--- config.mk ---
export PLATFORM = sky130hd
export DESIGN_NAME = uart_tx_buffer
export DESIGN_NICKNAME = d
export VERILOG_FILES = /design/src/rtl/uart_tx_buffer.sv
export SDC_FILE = /design/constraint.sdc
export NUM_CORES = 1
export LEC_CHECK = 0
export CORE_MARGIN = 4
export CORE_UTILIZATION = 45
export CTS_BUF_LIST = sky130_fd_sc_hd__clkbuf_4 sky130_fd_sc_hd__clkbuf_8
export DETAILED_ROUTE_END_ITERATION = 10
export PLACE_DENSITY = 0.65
export SYNTH_ARGS = -nofsm -noshare
export SYNTH_HDL_FRONTEND = slang
export SYNTH_SLANG_ARGS = --single-unit
--- constraint.sdc ---
create_clock -name clk -period 3.2 [get_ports clk]
set_input_delay 0.64 -clock clk [delete_from_list [all_inputs] [get_ports clk]]
set_output_delay 0.64 -clock clk [all_outputs]
set_load 0.02 [all_outputs]
--- src/rtl/uart_tx_buffer.sv ---
// Core-to-host UART TX: byte FIFO feeding an 8N1 serializer (8E1 when UART_TX_PARITY_EN is defined).
// Latency: a write into an empty idle buffer drives the start bit one edge after acceptance.
// Backpressure: full is exported for the core's stall logic; a write while full is dropped and sets sticky overflow.
module uart_tx_buffer #(
    parameter int CLK_PER_BIT    = 868,
    parameter int FIFO_DEPTH_LOG = 4
) (
    input  logic        clk,
    input  logic        reset,
    input  logic        UART_write_enable,
    input  logic [31:0] data,
    output logic        full,
    output logic        busy,
    output logic        overflow,
    output logic        txd
);

    localparam int DEPTH = 1 << FIFO_DEPTH_LOG;
    localparam int CW    = FIFO_DEPTH_LOG + 1;
    localparam int BW    = $clog2(CLK_PER_BIT);

    localparam logic [CW-1:0]             CNT_ONE   = CW'(1);
    localparam logic [CW-1:0]             CNT_FULL  = CW'(DEPTH);
    localparam logic [FIFO_DEPTH_LOG-1:0] PTR_ONE   = FIFO_DEPTH_LOG'(1);
    localparam logic [BW-1:0]             BAUD_LOAD = BW'(CLK_PER_BIT - 1);
    localparam logic [BW-1:0]             BAUD_ONE  = BW'(1);

    typedef enum logic [2:0] {
        IDLE   = 3'd0,
        START  = 3'd1,
        DATA   = 3'd2,
`ifdef UART_TX_PARITY_EN
        PARITY = 3'd3,
`endif
        STOP   = 3'd4
    } state_t;

    state_t state, state_nxt;

    logic [7:0]                mem [DEPTH];
    logic [FIFO_DEPTH_LOG-1:0] wr_ptr, rd_ptr;
    logic [CW-1:0]             count;
    logic                      empty, push, pop, load;

    logic [7:0]    shift_q, shift_nxt;
    logic [2:0]    bit_idx, bit_nxt;
    logic [BW-1:0] baud_cnt, baud_nxt;
    logic          txd_nxt, baud_zero;
    logic          par_q, par_nxt;

    logic unused_data_hi;
    assign unused_data_hi = ^data[31:8];

    assign empty     = (count == '0);
    assign full      = (count == CNT_FULL);
    assign busy      = !empty || (state != IDLE);
    assign push      = UART_write_enable && !full;
    assign baud_zero = (baud_cnt == '0);

    always_ff @(posedge clk) begin
        if (push) mem[wr_ptr] <= data[7:0];
    end

    // full is sampled before the edge, so a pop in the same cycle never frees room for the push
    always_ff @(posedge clk or posedge reset) begin
        if (reset) begin
            wr_ptr   <= '0;
            rd_ptr   <= '0;
            count    <= '0;
            overflow <= 1'b0;
        end else begin
            if (push) wr_ptr <= wr_ptr + PTR_ONE;
            if (pop)  rd_ptr <= rd_ptr + PTR_ONE;
            if (push && !pop)      count <= count + CNT_ONE;
            else if (pop && !push) count <= count - CNT_ONE;
            if (UART_write_enable && full) overflow <= 1'b1;
        end
    end

    always_ff @(posedge clk or posedge reset) begin
        if (reset) state <= IDLE;
        else       state <= state_nxt;
    end

    always_comb begin
        state_nxt = state;
        case (state)
            IDLE:  if (!empty) state_nxt = START;
            START: if (baud_zero) state_nxt = DATA;
            DATA: begin
                if (baud_zero && bit_idx == 3'd7) begin
`ifdef UART_TX_PARITY_EN
                    state_nxt = PARITY;
`else
                    state_nxt = STOP;
`endif
                end
            end
`ifdef UART_TX_PARITY_EN
            PARITY: if (baud_zero) state_nxt = STOP;
`endif
            STOP:  if (baud_zero) state_nxt = empty ? IDLE : START;
            default: state_nxt = IDLE;
        endcase
    end

    always_comb begin
        load      = 1'b0;
        txd_nxt   = txd;
        shift_nxt = shift_q;
        bit_nxt   = bit_idx;
        par_nxt   = par_q;
        if (state_nxt == IDLE)             baud_nxt = '0;
        else if (state == IDLE || baud_zero) baud_nxt = BAUD_LOAD;
        else                               baud_nxt = baud_cnt - BAUD_ONE;

        case (state)
            IDLE: begin
                txd_nxt = 1'b1;
                if (!empty) load = 1'b1;
            end
            START: begin
                if (baud_zero) begin
                    txd_nxt = shift_q[0];
                    bit_nxt = 3'd0;
                end
            end
            DATA: begin
                if (baud_zero) begin
                    if (bit_idx == 3'd7) begin
`ifdef UART_TX_PARITY_EN
                        txd_nxt = par_q;
`else
                        txd_nxt = 1'b1;
`endif
                    end else begin
                        shift_nxt = {1'b0, shift_q[7:1]};
                        txd_nxt   = shift_q[1];
                        bit_nxt   = bit_idx + 3'd1;
                    end
                end
            end
`ifdef UART_TX_PARITY_EN
            PARITY: if (baud_zero) txd_nxt = 1'b1;
`endif
            STOP: begin
                if (baud_zero) begin
                    txd_nxt = 1'b1;
                    if (!empty) load = 1'b1;
                end
            end
            default: txd_nxt = 1'b1;
        endcase

        // A pop starts the next frame's start bit with no idle gap
        if (load) begin
            shift_nxt = mem[rd_ptr];
            par_nxt   = ^mem[rd_ptr];
            txd_nxt   = 1'b0;
            bit_nxt   = 3'd0;
        end
    end

    assign pop = load;

    always_ff @(posedge clk or posedge reset) begin
        if (reset) begin
            txd      <= 1'b1;
            shift_q  <= '0;
            bit_idx  <= '0;
            baud_cnt <= '0;
            par_q    <= 1'b0;
        end else begin
            txd      <= txd_nxt;
            shift_q  <= shift_nxt;
            bit_idx  <= bit_nxt;
            baud_cnt <= baud_nxt;
            par_q    <= par_nxt;
        end
    end

endmodule

======== Word level (Yosys, flattened, before mapping) ========
Memory sizes are Yosys's and may differ from the RTL's.
Cells that the tools add are included.
word-level totals
  bits in registers ....................... 39
  bits in writable memories ............... 128
  input port bits ......................... 35
  output and inout port bits .............. 4
  word-level logic and storage cells ...... 79
  memories kept ........................... 1
memory list
  name  depth  bits a word  rd ports  clocked after memory_dff  write ports  line  text
  mem   16     8            1         0                         1            40    logic [7:0] mem [DEPTH];
cells by class
  add/subtract/negate cells ............... 6
  eq/ne operators ......................... 10
  multiplexer cells ....................... 30
  reduce and logical (&&, ||, !) cells .... 23
operators by type and width
  kind                   count
  $mux 8                 4
  $mux 3                 8
  $mux 10                2
  $ne 3x3->1 const B     4
  $pmux 3 s4             1
  $logic_not 10->1       1
  $mux 1                 10
  $mux 5                 2
  $sub 10x1->10 const B  1
  $add 4x1->4 const B    2
  $eq 3x3->1 const B     2
  $logic_not 3->1        2
  $pmux 3 s2             1
  $reduce_and 3->1       2
  $reduce_bool 2->1      3
  $reduce_bool 3->1      2
  $add 5x1->5 const B    1
  $eq 5x5->1 const B     1
  $logic_and 1x1->1      5
  $logic_not 5->1        1
  $sub 5x1->5 const B    1
  $logic_not 1->1        4
  $reduce_and 4->1       1
  $add 3x1->3 const B    1
  other kinds (6)        7

======== Depth between registers and ports, before layout ========
Gate-level depths: netlist of the first run.
  depth in word-level cells ............... 7
  mapped depth ............................ 14
  depth with buffers taken out ............ 14

======== Least setup slack after synthesis of the first run ========
OpenSTA, ideal clock, no wires.
  path type ............................... flip-flop to flip-flop
  start ................................... register count[1]
  end ..................................... register count[4]
  library setup time ...................... 0.079 ns
  data arrival time ....................... 2.938 ns
  data required time ...................... 3.121 ns
  path slack .............................. 0.182 ns
  stages on the path, launching flop included .. 13
  buffers on the path ..................... 0
  period minus slack after synthesis ...... 3.018 ns
  cells stage by stage .................... dfrtp_1 or4_1 o21ai_2 nor2_2 inv_2 ha_1 inv_1 ha_1 nor2b_1 o21a_1 or3_1 a21oi_1 xor2_1
between the ends
  word-level cells in the longest chain between the ends .. 7
  elaborated cells between the ends (all ways) .. 16
  classes of those cells .................. 2 x add/sub; 1 x eq/ne; 5 x mux; 8 x reduce/logical
RTL lines
  what                                                line      text
  from (decl)                                         42        logic [CW-1:0] count;
  from (signal assigned)                              74        if (push && !pop) count <= count + CNT_ONE;
  from (signal assigned)                              75        else if (pop && !push) count <= count - CNT_ONE;
  $logic_not 5->1                                     54        assign empty = (count == '0);
  $mux 1                                              120, 149
  $mux 1                                              147       if (baud_zero) begin
  $pmux 1 s2                                          117       case (state)
  $logic_not 1->1                                     74
  $logic_and 1x1->1                                   74
  $mux 5 / $reduce_bool 2->1 (equally long branches)  n/a
Parallel ways exist; a longest one is shown, timed or not. The select of a mux whose other input is x is not followed.
A chain may end at the register's enable or synchronous reset.

======== Worst setup path after layout of the first run ========
Ends and elaborated chain as after synthesis.

==> impl_metrics.xml, run 1 <==
<?xml version="1.0" encoding="UTF-8"?>
<metrics>
  <group name="sta">
    <metric name="total_setup_violations_reported_at_the_end_of_the_flow" unit="">0</metric>
    <metric name="worst-slew-pin-transition" unit="ns">0.809</metric>
    <metric name="totalNegativeSetupSlack" unit="ns">0</metric>
    <metric name="fin_crit" unit="ns">3.00</metric>
    <metric name="period_share" unit="%">93.6</metric>
    <metric name="hold_viol_final" unit="">0</metric>
    <metric name="timing.fmax" unit="GHz">0.334</metric>
    <metric name="final.hold.worst_slack" unit="ns">0.461</metric>
    <metric name="rsz0062_at_grt" unit="">no</metric>
    <metric name="max-slew-margin-rel" unit="%">45.9</metric>
    <metric name="worst_clock_skew" unit="ns">0.0134</metric>
    <metric name="final_slew_viol_count" unit="">0</metric>
  </group>
  <group name="critical_path">
    <metric name="r2r-start" unit="">count[1]</metric>
    <metric name="worst_endpoint_required_time" unit="ns">3.58</metric>
    <metric name="critPathMaxFanout" unit="">5</metric>
    <metric name="timing.critical_path.from_type" unit="">flip-flop</metric>
    <metric name="reg2reg_slack" unit="ns">0.20</metric>
    <metric name="start_point_of_the_critical_path" unit="">count[1]</metric>
    <metric name="end_kind" unit="">flip-flop</metric>
    <metric name="timing_worst_setup_path_type" unit="">flip-flop to flip-flop</metric>
    <metric name="r2r_end" unit="">count[4]</metric>
    <metric name="cp_data_arrival_time" unit="ns">3.37</metric>
    <metric name="timing.reg2reg.worst_path_depth" unit="">12</metric>
  </group>
  <group name="final_layout">
    <metric name="layout.cells.non_filler" unit="">732</metric>
    <metric name="drive_above_1_share" unit="%">19.2</metric>
    <metric name="diodes" unit="">0</metric>
    <metric name="layout.filler_cells" unit="">1279</metric>
    <metric name="area_delta_synth_final" unit="%">13.2</metric>
    <metric name="finish.net_count" unit="">556</metric>
  </group>
  <group name="placed_design">
    <metric name="dp.final_hpwl" unit="mm">9.61</metric>
    <metric name="port_buffers" unit="">14</metric>
    <metric name="dp.cells" unit="">697</metric>
    <metric name="finalWeightedCongestion" unit="">0.837</metric>
  </group>
  <group name="power">
    <metric name="switching_share" unit="%">32.3</metric>
    <metric name="power.clock.fraction" unit="%">24.1</metric>
    <metric name="vdd_drop_max" unit="µV">444</metric>
    <metric name="power.total" unit="mW">6.02</metric>
    <metric name="combinationalPowerShare" unit="%">26.8</metric>
    <metric name="power_switching" unit="mW">1.94</metric>
    <metric name="seq_power_share" unit="%">49.0</metric>
    <metric name="leakagePower" unit="nW">2.98</metric>
    <metric name="pwr_density_cell" unit="nW/µm²">743</metric>
    <metric name="total_internal_power" unit="mW">4.08</metric>
  </group>
  <group name="cts">
    <metric name="worstSkewPairLatency" unit="ns">0.45</metric>
    <metric name="ctsRootBufferMaster" unit="">clkbuf_8</metric>
    <metric name="clk_pin_slew_worst_paths" unit="ns">0.08</metric>
    <metric name="cts.hold.buffers_added" unit="">0</metric>
    <metric name="max-clock-path-buffers" unit="">2</metric>
    <metric name="htree_levels" unit="">4</metric>
    <metric name="cts_num_sinks" unit="">167</metric>
    <metric name="cts-buffers-inserted" unit="">17</metric>
    <metric name="clock_tree_from_tritoncts" unit="">done</metric>
  </group>
  <group name="yosys">
    <metric name="synth-warning-count" unit="">0</metric>
    <metric name="synth_xor_area_share" unit="%">1.96</metric>
    <metric name="muxShareOfSynthArea" unit="%">11.5</metric>
    <metric name="synth-async-reset-ratio" unit="%">23.4</metric>
    <metric name="post_synth_instance_area" unit="µm²">7150</metric>
    <metric name="synth_top_family_by_area" unit="">multiplexers</metric>
    <metric name="yosys.area.top_type_share" unit="%">53.7</metric>
    <metric name="synth-edff-count" unit="">128</metric>
    <metric name="netlist_top_cells_area" unit="">edfxtp_1 (54%), dfrtp_1 (13%), mux4_2 (5.7%), mux2i_1 (4.6%), ha_1 (2.1%)</metric>
    <metric name="synth_sequential_area_ratio" unit="%">67.4</metric>
    <metric name="synth_simple_gate_area_share" unit="%">7.21</metric>
    <metric name="ys.flop_type" unit="">edfxtp_1</metric>
    <metric name="synth.avg_cell_area" unit="µm²">15.4</metric>
    <metric name="synth.largest_area_cell" unit="">edfxtp_1</metric>
    <metric name="synthesis.instances" unit="">463</metric>
    <metric name="synth-seq-cells" unit="">167</metric>
    <metric name="post_synth_num_cell_types" unit="">56</metric>
    <metric name="arithmetic_cell_share_of_the_synthesized_area_counting_full_adders_half_adders_and_majority_gates" unit="%">2.38</metric>
    <metric name="syn_nets" unit="">511</metric>
    <metric name="compound_cell_area_share_of_the_yosys_netlist" unit="%">7.21</metric>
  </group>
  <group name="floorplan">
    <metric name="fp.dieW" unit="µm">134</metric>
    <metric name="num_io_pins" unit="">39</metric>
    <metric name="floorplan.core_area" unit="µm²">15400</metric>
    <metric name="initial_core_util" unit="%">46.5</metric>
    <metric name="num_rows" unit="">45</metric>
    <metric name="die_height" unit="µm">134</metric>
    <metric name="design.die.area" unit="µm²">18000</metric>
  </group>
  <group name="job">
    <metric name="drv_cap" unit="">0</metric>
  </group>
  <group name="detailed_routing">
    <metric name="initialDrtViolationCount" unit="">307</metric>
    <metric name="vias" unit="">4004</metric>
    <metric name="route.final.wire_length" unit="mm">14.4</metric>
    <metric name="drtPass1Iterations" unit="">4</metric>
    <metric name="final_antenna_net_count" unit="">0</metric>
    <metric name="wl_per_cell" unit="µm">19.7</metric>
    <metric name="final_routed_drc_violation_total" unit="">0</metric>
    <metric name="avg_vias_per_cell" unit="">5.47</metric>
  </group>
  <group name="global_route">
    <metric name="grt.overflow.total" unit="">0</metric>
    <metric name="grt_max_degree" unit="">40</metric>
    <metric name="grt_most_used_layer" unit="">met2</metric>
    <metric name="track_usage" unit="%">17.0</metric>
    <metric name="globalRouteMet3Util" unit="%">5.14</metric>
    <metric name="grtUsageMet2" unit="%">27.8</metric>
    <metric name="grt_antenna_before_repair" unit="">0</metric>
    <metric name="grt_pass1_vias" unit="">4090</metric>
    <metric name="grt_pass1_wl" unit="mm">22.8</metric>
    <metric name="grt_met1_use" unit="%">22.1</metric>
  </group>
  <group name="hold_path">
    <metric name="hold_start" unit="">overflow</metric>
    <metric name="hold_path_class" unit="">flip-flop to flip-flop</metric>
    <metric name="capture_endpoint_of_the_worst_hold_path" unit="">overflow</metric>
    <metric name="min_delay_path_depth" unit="">1</metric>
  </group>
  <group name="status">
    <metric name="result_of_the_run" unit="">complete, no violations</metric>
  </group>
</metrics>
## synth_stat cells, drive strengths merged, types with 2 or more instances
master	n
buf	12
nand2b	8
nor4	3
mux4	18
dfrtp	38
or4	3
a31o	2
nor2b	8
mux2	6
and2	2
and3	2
xor2	4
a21oi	19
nor3	14
o21a	2
nor2	31
a22oi	4
inv	15
o21ai	14
or3	3
xnor2	12
a221oi	14
a31oi	3
a21o	2
edfxtp	128
a2111oi	2
nand2	21
o21bai	2
ha	12
o31ai	6
nand3	2
clkbuf	7
mux2i	33
## power by group through the flow
| stage | clock network, mW | logic [mW] | registers [mW] |
|---|---|---|---|
| 5_1_grt | 1.58 | 1.77 | 3.00 |
| 3_3_place_gp | 0 | 1.56 | 2.98 |
| 2_1_floorplan | 0 | 1.19 | 2.89 |
| 4_1_cts | 1.49 | 1.60 | 2.95 |
| 6_report | 1.45 | 1.61 | 2.95 |
| 3_5_place_dp | 0 | 1.60 | 3.00 |
## repair_timing
item	in CTS	in global routing
setup endpoints to repair	0	1
gates resized for setup	0	4
buffers inserted	0	3
hold endpoints to repair	0	0
## flip-flops by register name (all words and copies together), names as in the netlist
name,flops
baud_cnt,10
bit_idx,3
count,5
mem,128
overflow,1
rd_ptr,4
shift_q,8
state,3
txd,1
wr_ptr,4
## kinds of logic (layout without fill, tap and decap cells)
logic type | after synthesis | count (layout)
flops | 167 | 167
buf+inv | 35 | 93
fa+ha+maj | 13 | 13
compound gates | 76 | 76
xor+xnor | 16 | 16
simple gates | 99 | 99
mux | 57 | 57
## worst max path at each step
stage	endpoint	slack, ns	depth (start not counted)
final	count[4]	0.20	12
after global routing	count[4]	0.01	14
after CTS	count[4]	0.11	12
after detailed placement	count[4]	0.12	12
after global placement	count[4]	0.20	10
after floorplan	count[4]	0.18	12
## placed cells by master (no fill, tap or decap), drive strengths merged, types with 3 or more instances in the layout
cell	synthesis	layout
o21ai	14	14
clkinv	1	5
edfxtp	128	128
a221oi	14	14
buf	12	31
dfrtp	38	38
nand2	21	21
clkbuf	7	18
mux2	6	6
a31oi	3	3
a21oi	19	19
mux4	18	18
clkdlybuf4s50	0	14
ha	12	12
xnor2	12	12
mux2i	33	33
inv	15	23
nor2	31	31
o31ai	6	6
nor4	3	3
or3	3	3
nor3	14	14
xor2	4	4
a22oi	4	4
or4	3	3
nor2b	8	8
nand2b	8	8
## routing by layer
layer / up-vias / wire length [µm]
met5: - / 0
met4: 0 / 212
met3: 16 / 685
met2: 91 / 7220
met1: 2025 / 6310
li1: 1872 / -
## worst max-delay path, cell delays in order (launching register included)
cell	delay, ns
dfrtp_1	0.44
or4_4	0.59
o21ai_2	0.17
nor2_2	0.06
inv_2	0.06
ha_1	0.21
inv_1	0.11
ha_1	0.32
nor2b_1	0.15
o21a_1	0.17
or3_1	0.34
a21oi_2	0.16
xor2_1	0.14
## metrics by stage
step                cell area, µm²  utilization, %  setup WS, ns
floorplan                     7150               -         0.182
global placement              7680            49.9         0.199
detailed placement            7680            49.9         0.116
CTS                           8050            52.4         0.110
global route                  8100            52.7        0.0139
finish                        8100            52.7         0.205
## final cells by class
cell class	instances	area, µm²	share of cell area, %
flip-flops and latches	167	4820	59.5
multi-input cells	261	2190	27.0
repair buffers	45	385	4.76
well taps	211	264	3.26
clock buffers	18	241	2.98
clock inverters	14	135	1.67
inverters	16	60.1	0.742
(Power assumes the default switching activity.)
==> run 2, diff against run 1 <==
--- a/config.mk
+++ b/config.mk
@@ -10,6 +10,7 @@
 export CTS_BUF_LIST = sky130_fd_sc_hd__clkbuf_4 sky130_fd_sc_hd__clkbuf_8
 export DETAILED_ROUTE_END_ITERATION = 10
 export PLACE_DENSITY = 0.65
+export SETUP_SLACK_MARGIN = 0.2
 export SYNTH_ARGS = -nofsm -noshare
 export SYNTH_HDL_FRONTEND = slang
 export SYNTH_SLANG_ARGS = --single-unit
==> impl_metrics.xml, run 2 (synthesis results as in run 1) <==
<?xml version="1.0" encoding="UTF-8"?>
<metrics>
  <group name="status">
    <metric name="result_of_the_run" unit="">complete, no violations</metric>
  </group>
  <group name="sta">
    <metric name="max-slew-margin-rel" unit="%">42.5</metric>
    <metric name="worst_clock_skew" unit="ns">0.0131</metric>
    <metric name="period_share" unit="%">90.7</metric>
    <metric name="final.hold.worst_slack" unit="ns">0.460</metric>
    <metric name="worst-slew-pin-transition" unit="ns">0.863</metric>
    <metric name="timing.fmax" unit="GHz">0.344</metric>
    <metric name="fin_crit" unit="ns">2.90</metric>
    <metric name="layout_setup_ws" unit="ns">0.296</metric>
    <metric name="totalNegativeSetupSlack" unit="ns">0</metric>
    <metric name="rsz0062_at_grt" unit="">no</metric>
    <metric name="hold_viol_final" unit="">0</metric>
    <metric name="final_slew_viol_count" unit="">0</metric>
    <metric name="total_setup_violations_reported_at_the_end_of_the_flow" unit="">0</metric>
  </group>
  <group name="critical_path">
    <metric name="critPathMaxFanout" unit="">4</metric>
    <metric name="end_kind" unit="">output pin</metric>
    <metric name="cp_data_arrival_time" unit="ns">2.26</metric>
    <metric name="worst_endpoint_required_time" unit="ns">2.56</metric>
    <metric name="timing_worst_setup_path_type" unit="">flip-flop to output pin</metric>
    <metric name="timing.critical_path.from_type" unit="">flip-flop</metric>
  </group>
  <group name="placed_design">
    <metric name="finalWeightedCongestion" unit="">0.845</metric>
    <metric name="dp.final_hpwl" unit="mm">9.53</metric>
    <metric name="port_buffers" unit="">14</metric>
    <metric name="dp_slack" unit="ns">0.0765</metric>
  </group>
  <group name="floorplan">
    <metric name="die_height" unit="µm">134</metric>
    <metric name="design.die.area" unit="µm²">18000</metric>
    <metric name="fp.dieW" unit="µm">134</metric>
    <metric name="floorplan.core_area" unit="µm²">15400</metric>
    <metric name="num_rows" unit="">45</metric>
    <metric name="num_io_pins" unit="">39</metric>
    <metric name="initial_core_util" unit="%">46.5</metric>
  </group>
  <group name="final_layout">
    <metric name="post-route-util" unit="%">53.0</metric>
    <metric name="mostFrequentLayoutCells" unit="">edfxtp_1 (128), dfrtp_1 (37), mux2i_1 (33)</metric>
    <metric name="layout.filler_cells" unit="">1247</metric>
    <metric name="area_delta_synth_final" unit="%">14.0</metric>
    <metric name="number_of_flip_flops_in_the_largest_register" unit="">128</metric>
    <metric name="finish.net_count" unit="">558</metric>
    <metric name="layout_top_registers" unit="">mem x128, baud_cnt x10, shift_q x8</metric>
    <metric name="drive_above_1_share" unit="%">20.7</metric>
    <metric name="diodes" unit="">0</metric>
    <metric name="layout_commonest_cell" unit="">edfxtp_1</metric>
    <metric name="regMostFlops" unit="">mem</metric>
  </group>
  <group name="detailed_routing">
    <metric name="vias" unit="">4015</metric>
    <metric name="wl_per_cell" unit="µm">19.5</metric>
    <metric name="route.final.wire_length" unit="mm">14.3</metric>
    <metric name="final_antenna_net_count" unit="">0</metric>
    <metric name="drtPass1Iterations" unit="">5</metric>
    <metric name="final_routed_drc_violation_total" unit="">0</metric>
    <metric name="avg_vias_per_cell" unit="">5.47</metric>
    <metric name="initialDrtViolationCount" unit="">331</metric>
  </group>
  <group name="power">
    <metric name="pwr_density_cell" unit="nW/µm²">744</metric>
    <metric name="vdd_drop_max" unit="µV">487</metric>
    <metric name="leakagePower" unit="nW">2.99</metric>
    <metric name="switching_share" unit="%">32.1</metric>
    <metric name="power_switching" unit="mW">1.95</metric>
    <metric name="total_internal_power" unit="mW">4.12</metric>
    <metric name="combinationalPowerShare" unit="%">27.7</metric>
    <metric name="power.clock.fraction" unit="%">24.1</metric>
    <metric name="seq_power_share" unit="%">48.3</metric>
  </group>
  <group name="global_route">
    <metric name="grt_antenna_before_repair" unit="">0</metric>
    <metric name="grt.overflow.total" unit="">0</metric>
    <metric name="grt_max_degree" unit="">40</metric>
    <metric name="track_usage" unit="%">16.8</metric>
    <metric name="grt_pass1_vias" unit="">4068</metric>
    <metric name="grt_pass1_wl" unit="mm">22.6</metric>
  </group>
  <group name="cts">
    <metric name="cts-buffers-inserted" unit="">17</metric>
    <metric name="ctsRootBufferMaster" unit="">clkbuf_8</metric>
    <metric name="worstSkewPairLatency" unit="ns">0.45</metric>
    <metric name="clk_pin_slew_worst_paths" unit="ns">0.08</metric>
    <metric name="htree_levels" unit="">4</metric>
    <metric name="clock_tree_from_tritoncts" unit="">done</metric>
    <metric name="max-clock-path-buffers" unit="">2</metric>
    <metric name="cts_num_sinks" unit="">167</metric>
  </group>
  <group name="hold_path">
    <metric name="hold_path_class" unit="">flip-flop to flip-flop</metric>
  </group>
  <group name="job">
    <metric name="drv_cap" unit="">0</metric>
  </group>
</metrics>
run 2: power by group through the flow:
stage | sequential [mW] | combinational (mW) | clock, mW
after floorplan | 2.90 | 1.20 | 0
after global placement | 2.96 | 1.58 | 0
after detailed placement | 2.98 | 1.63 | 0
after CTS | 2.93 | 1.67 | 1.49
after global routing | 2.97 | 1.84 | 1.59
final | 2.93 | 1.68 | 1.46
run 2: layout make-up:
type                       instances  area (µm²)  area share [%]
clock buffer                      19         249            3.05
clock inverter                    13         135            1.66
inverter                          16        60.1           0.737
multi-input combinational        261        2220            27.2
sequential                       167        4820            59.2
tap                              211         264            3.24
timing repair buffer              47         400            4.91
run 2: critical path, stage by stage (launching register included):
cell,delay (ns)
dfrtp_1,0.40
or4_4,0.58
nor2_1,0.22
nand2_1,0.08
clkdlybuf4s50_1,0.54
run 2: final timing paths:
kind	cells past startpoint	to	start	slack (ns)
max	4	busy	count[0]	0.30
min	1	overflow	overflow	0.46
max reg2reg	12	count[4]	count[0]	0.40
min reg2reg	1	overflow	overflow	0.46
max in group asynchronous	3	rd_ptr[0]	reset	2.19
min in group asynchronous	3	wr_ptr[2]	reset	0.62
run 2: what timing repair did:
item,in CTS,in global routing
setup buffers,3,3
gates resized for setup,1,5
gates cloned,0,0
hold endpoints to repair,0,0
pin swaps,2,3
hold buffers,0,0
setup endpoints to repair,1,1
run 2: per-layer routing:
layer  up-vias  part of all wire, %  wire length [µm]  GRT usage (%)
met1      2041                   45              6460           22.8
met4         0                 0.88               125           4.24
met2        88                   50              7160           27.3
met3        10                  3.8               538           4.16
met5         -                    0                 0              0
li1       1876                    -                 -              -
run 2: stage by stage:
stage          total power, mW  cell area (µm²)  std cells
2_1_floorplan             4.09             7180        463
3_3_place_gp              4.55             7690        696
3_5_place_dp              4.61             7690        696
4_1_cts                   6.09             8110        731
5_1_grt                   6.41             8150        734
6_report                  6.07             8150        734
==> RTL edit: new RTL, flow settings as in run 1 <==
The parameter `FIFO_DEPTH_LOG` goes from 4 to 2.
--- a/src/rtl/uart_tx_buffer.sv
+++ b/src/rtl/uart_tx_buffer.sv
@@ -3,7 +3,7 @@
 // Backpressure: full is exported for the core's stall logic; a write while full is dropped and sets sticky overflow.
 module uart_tx_buffer #(
     parameter int CLK_PER_BIT    = 868,
-    parameter int FIFO_DEPTH_LOG = 4
+    parameter int FIFO_DEPTH_LOG = 2
 ) (
     input  logic        clk,
     input  logic        reset,
Check against the original RTL: not equivalent (a bounded check fails within 10 cycles, from zero or initial values and one cycle with reset high).
==> RTL edit against run 1 <==
- synthesized area fell by 58%
- global-route usage shrank 3.3 points
- combinational power shrank 62%
- worst setup slack gained 380 ps
- via count decreased by 59%
- sequential cell count is 102 lower
- fmax increased by 14%
- count of clock-buffer cells in the layout shrank 9
- wire length fell by 68%
- final area fell by 58%
- hold slack better by 1.4 ps
- power is 55% lower
- critical endpoint is now count[2]
==> RTL edit: results (changes against run 1) <==
* Post-synth EDFFs at 32 (was 128)
* Buffering overhead at 4.962% (was 4.759%)
* Total GRT Usage at 13.76% (was 17.02%)
* Commonest cells post-synth: 32 x dfrtp_1, 32 x edfxtp_1, 16 x inv_1, 14 x mux2_2, 11 x nor2_1 (was 128 x edfxtp_1, 38 x dfrtp_1, 33 x mux2i_1, 30 x nor2_1, 21 x nand2_1)
* # fillers at 539 (was 1279)
* Psw at 806.2 uW (was 1944 uW)
* Status: completed (unchanged)
* Post-DP Area at 0.003203 sq mm (was 0.007676 sq mm)
* Final Cycle Share at 81.82% (was 93.61%)
* GPL Wtd Cong at 0.7832 (was 0.8367)
* Largest net degree at the start of global routing at 34 (was 40)
* H-tree depth at 3 (was 4)
* Synth top area cells: edfxtp_1 32%, dfrtp_1 27%, mux4_2 6.0% (was edfxtp_1 54%, dfrtp_1 13%, mux4_2 5.7%)
* Slowest stage cell, crit path: dfrtp_1 (was or4_4)
* Vias in the first global route at 1672 (was 4090)
* CP peak stage delay at 390 ps (was 590 ps)
* Async set-reset flop share out of synthesis at 50.77% (was 23.35%)
* Count of multi-input gates at 124 (was 261)
* DR vias/cell at 5.237 (was 5.470)
* Unique masters post-synth at 48 (was 56)
* R2R setup slack at 580 ps (was 200 ps)
* Register bit count reported by yosys at 65 (was 167)
* Fin cells at 316 (was 732)
* Reg-to-reg endpoint: count[2] (was count[4])
* Fraction of area in multi-input gates at 31.74% (was 27.04%)
* Regs by FF count: mem x32, baud_cnt x10, shift_q x8 (was mem x128, baud_cnt x10, shift_q x8)
* Leakage at 0.001286 uW (was 0.002984 uW)
* Placed Cells at 300 (was 697)
* Top cell type's share of synthesized area at 32.26% (was 53.74%)
* CP Max Fanout at 10 (was 5)
* Layout cell share with drive strength beyond 1 at 20.92% (was 19.19%)
* First-pass GRT wire length at 8211 microns (was 22800 microns)
* Largest vdd supply drop at 444.6 uV (was 443.7 uV)
* Worst EP arrival at 2880 ps (was 3370 ps)
* Clock latency on the worst-skew pair at 340 ps (was 450 ps)
* Postcts setup bufs at 0 (unchanged)
* Crit Reg-Reg Startpoint: baud_cnt[0] (was count[1])
* CP delay by family, top: adder cells (was simple AND/OR/NAND/NOR gates)
* # nets final at 278 (was 556)
* Synth Area per Inst at 13.99 sq um (was 15.45 sq um)
* Register area share after synthesis at 60.02% (was 67.41%)
* Multi-input gate area at 0.001089 sq mm (was 0.002190 sq mm)
* Seq/total area at 52.13% (was 59.55%)
* Post-Place Worst Slack at 573.0 ps (was 115.6 ps)
* Non-CTS buffers at 18 (was 45)
* Clk tree area frac at 6.603% (was 4.651%)
* R2R cell count at 11 (was 12)
* Initial DRC Count at 119 (was 307)
* Clock buf count at 9 (was 18)
* DPL Wire Length at 3271 microns (was 9615 microns)
* Syn Nets at 257 (was 511)
* Clk_skew at 6.882 ps (was 13.41 ps)
* Worst hold slack at 462.8 ps (was 461.4 ps)
* Synth Warn # at 0 (unchanged)
* Core ar. at 0.006386 sq mm (was 0.01537 sq mm)
==> RTL edit: metal layers <==
metal	vias to the layer above	routed length [microns]	track usage, %
met3	4	150	4.977
met2	20	2218	21.10
met4	0	44	4.871
met1	804	2216	18.12
met5	-	0	0
li1	827	-	-
==> RTL edit: cell families after synthesis <==
family | share of synthesized area [%]
flip-flops | 60.02
multiplexers | 12.18
XOR/XNOR | 4.116
buffers and inverters | 3.444
AND/OR/NAND/NOR | 9.660
adder cells (fa/ha/maj) | 4.032
AO/OA/AOI/OAI | 6.553
==> RTL edit: power groups by stage <==
| stage | clock network, uW | logic, uW | registers, uW |
|---|---|---|---|
| detailed placement | 0 | 628 | 1350 |
| global route | 842 | 697 | 1370 |
| CTS | 797 | 632 | 1340 |
| floorplan | 0 | 515 | 1280 |
| global placement | 0 | 610 | 1350 |
| finish | 776 | 618 | 1330 |
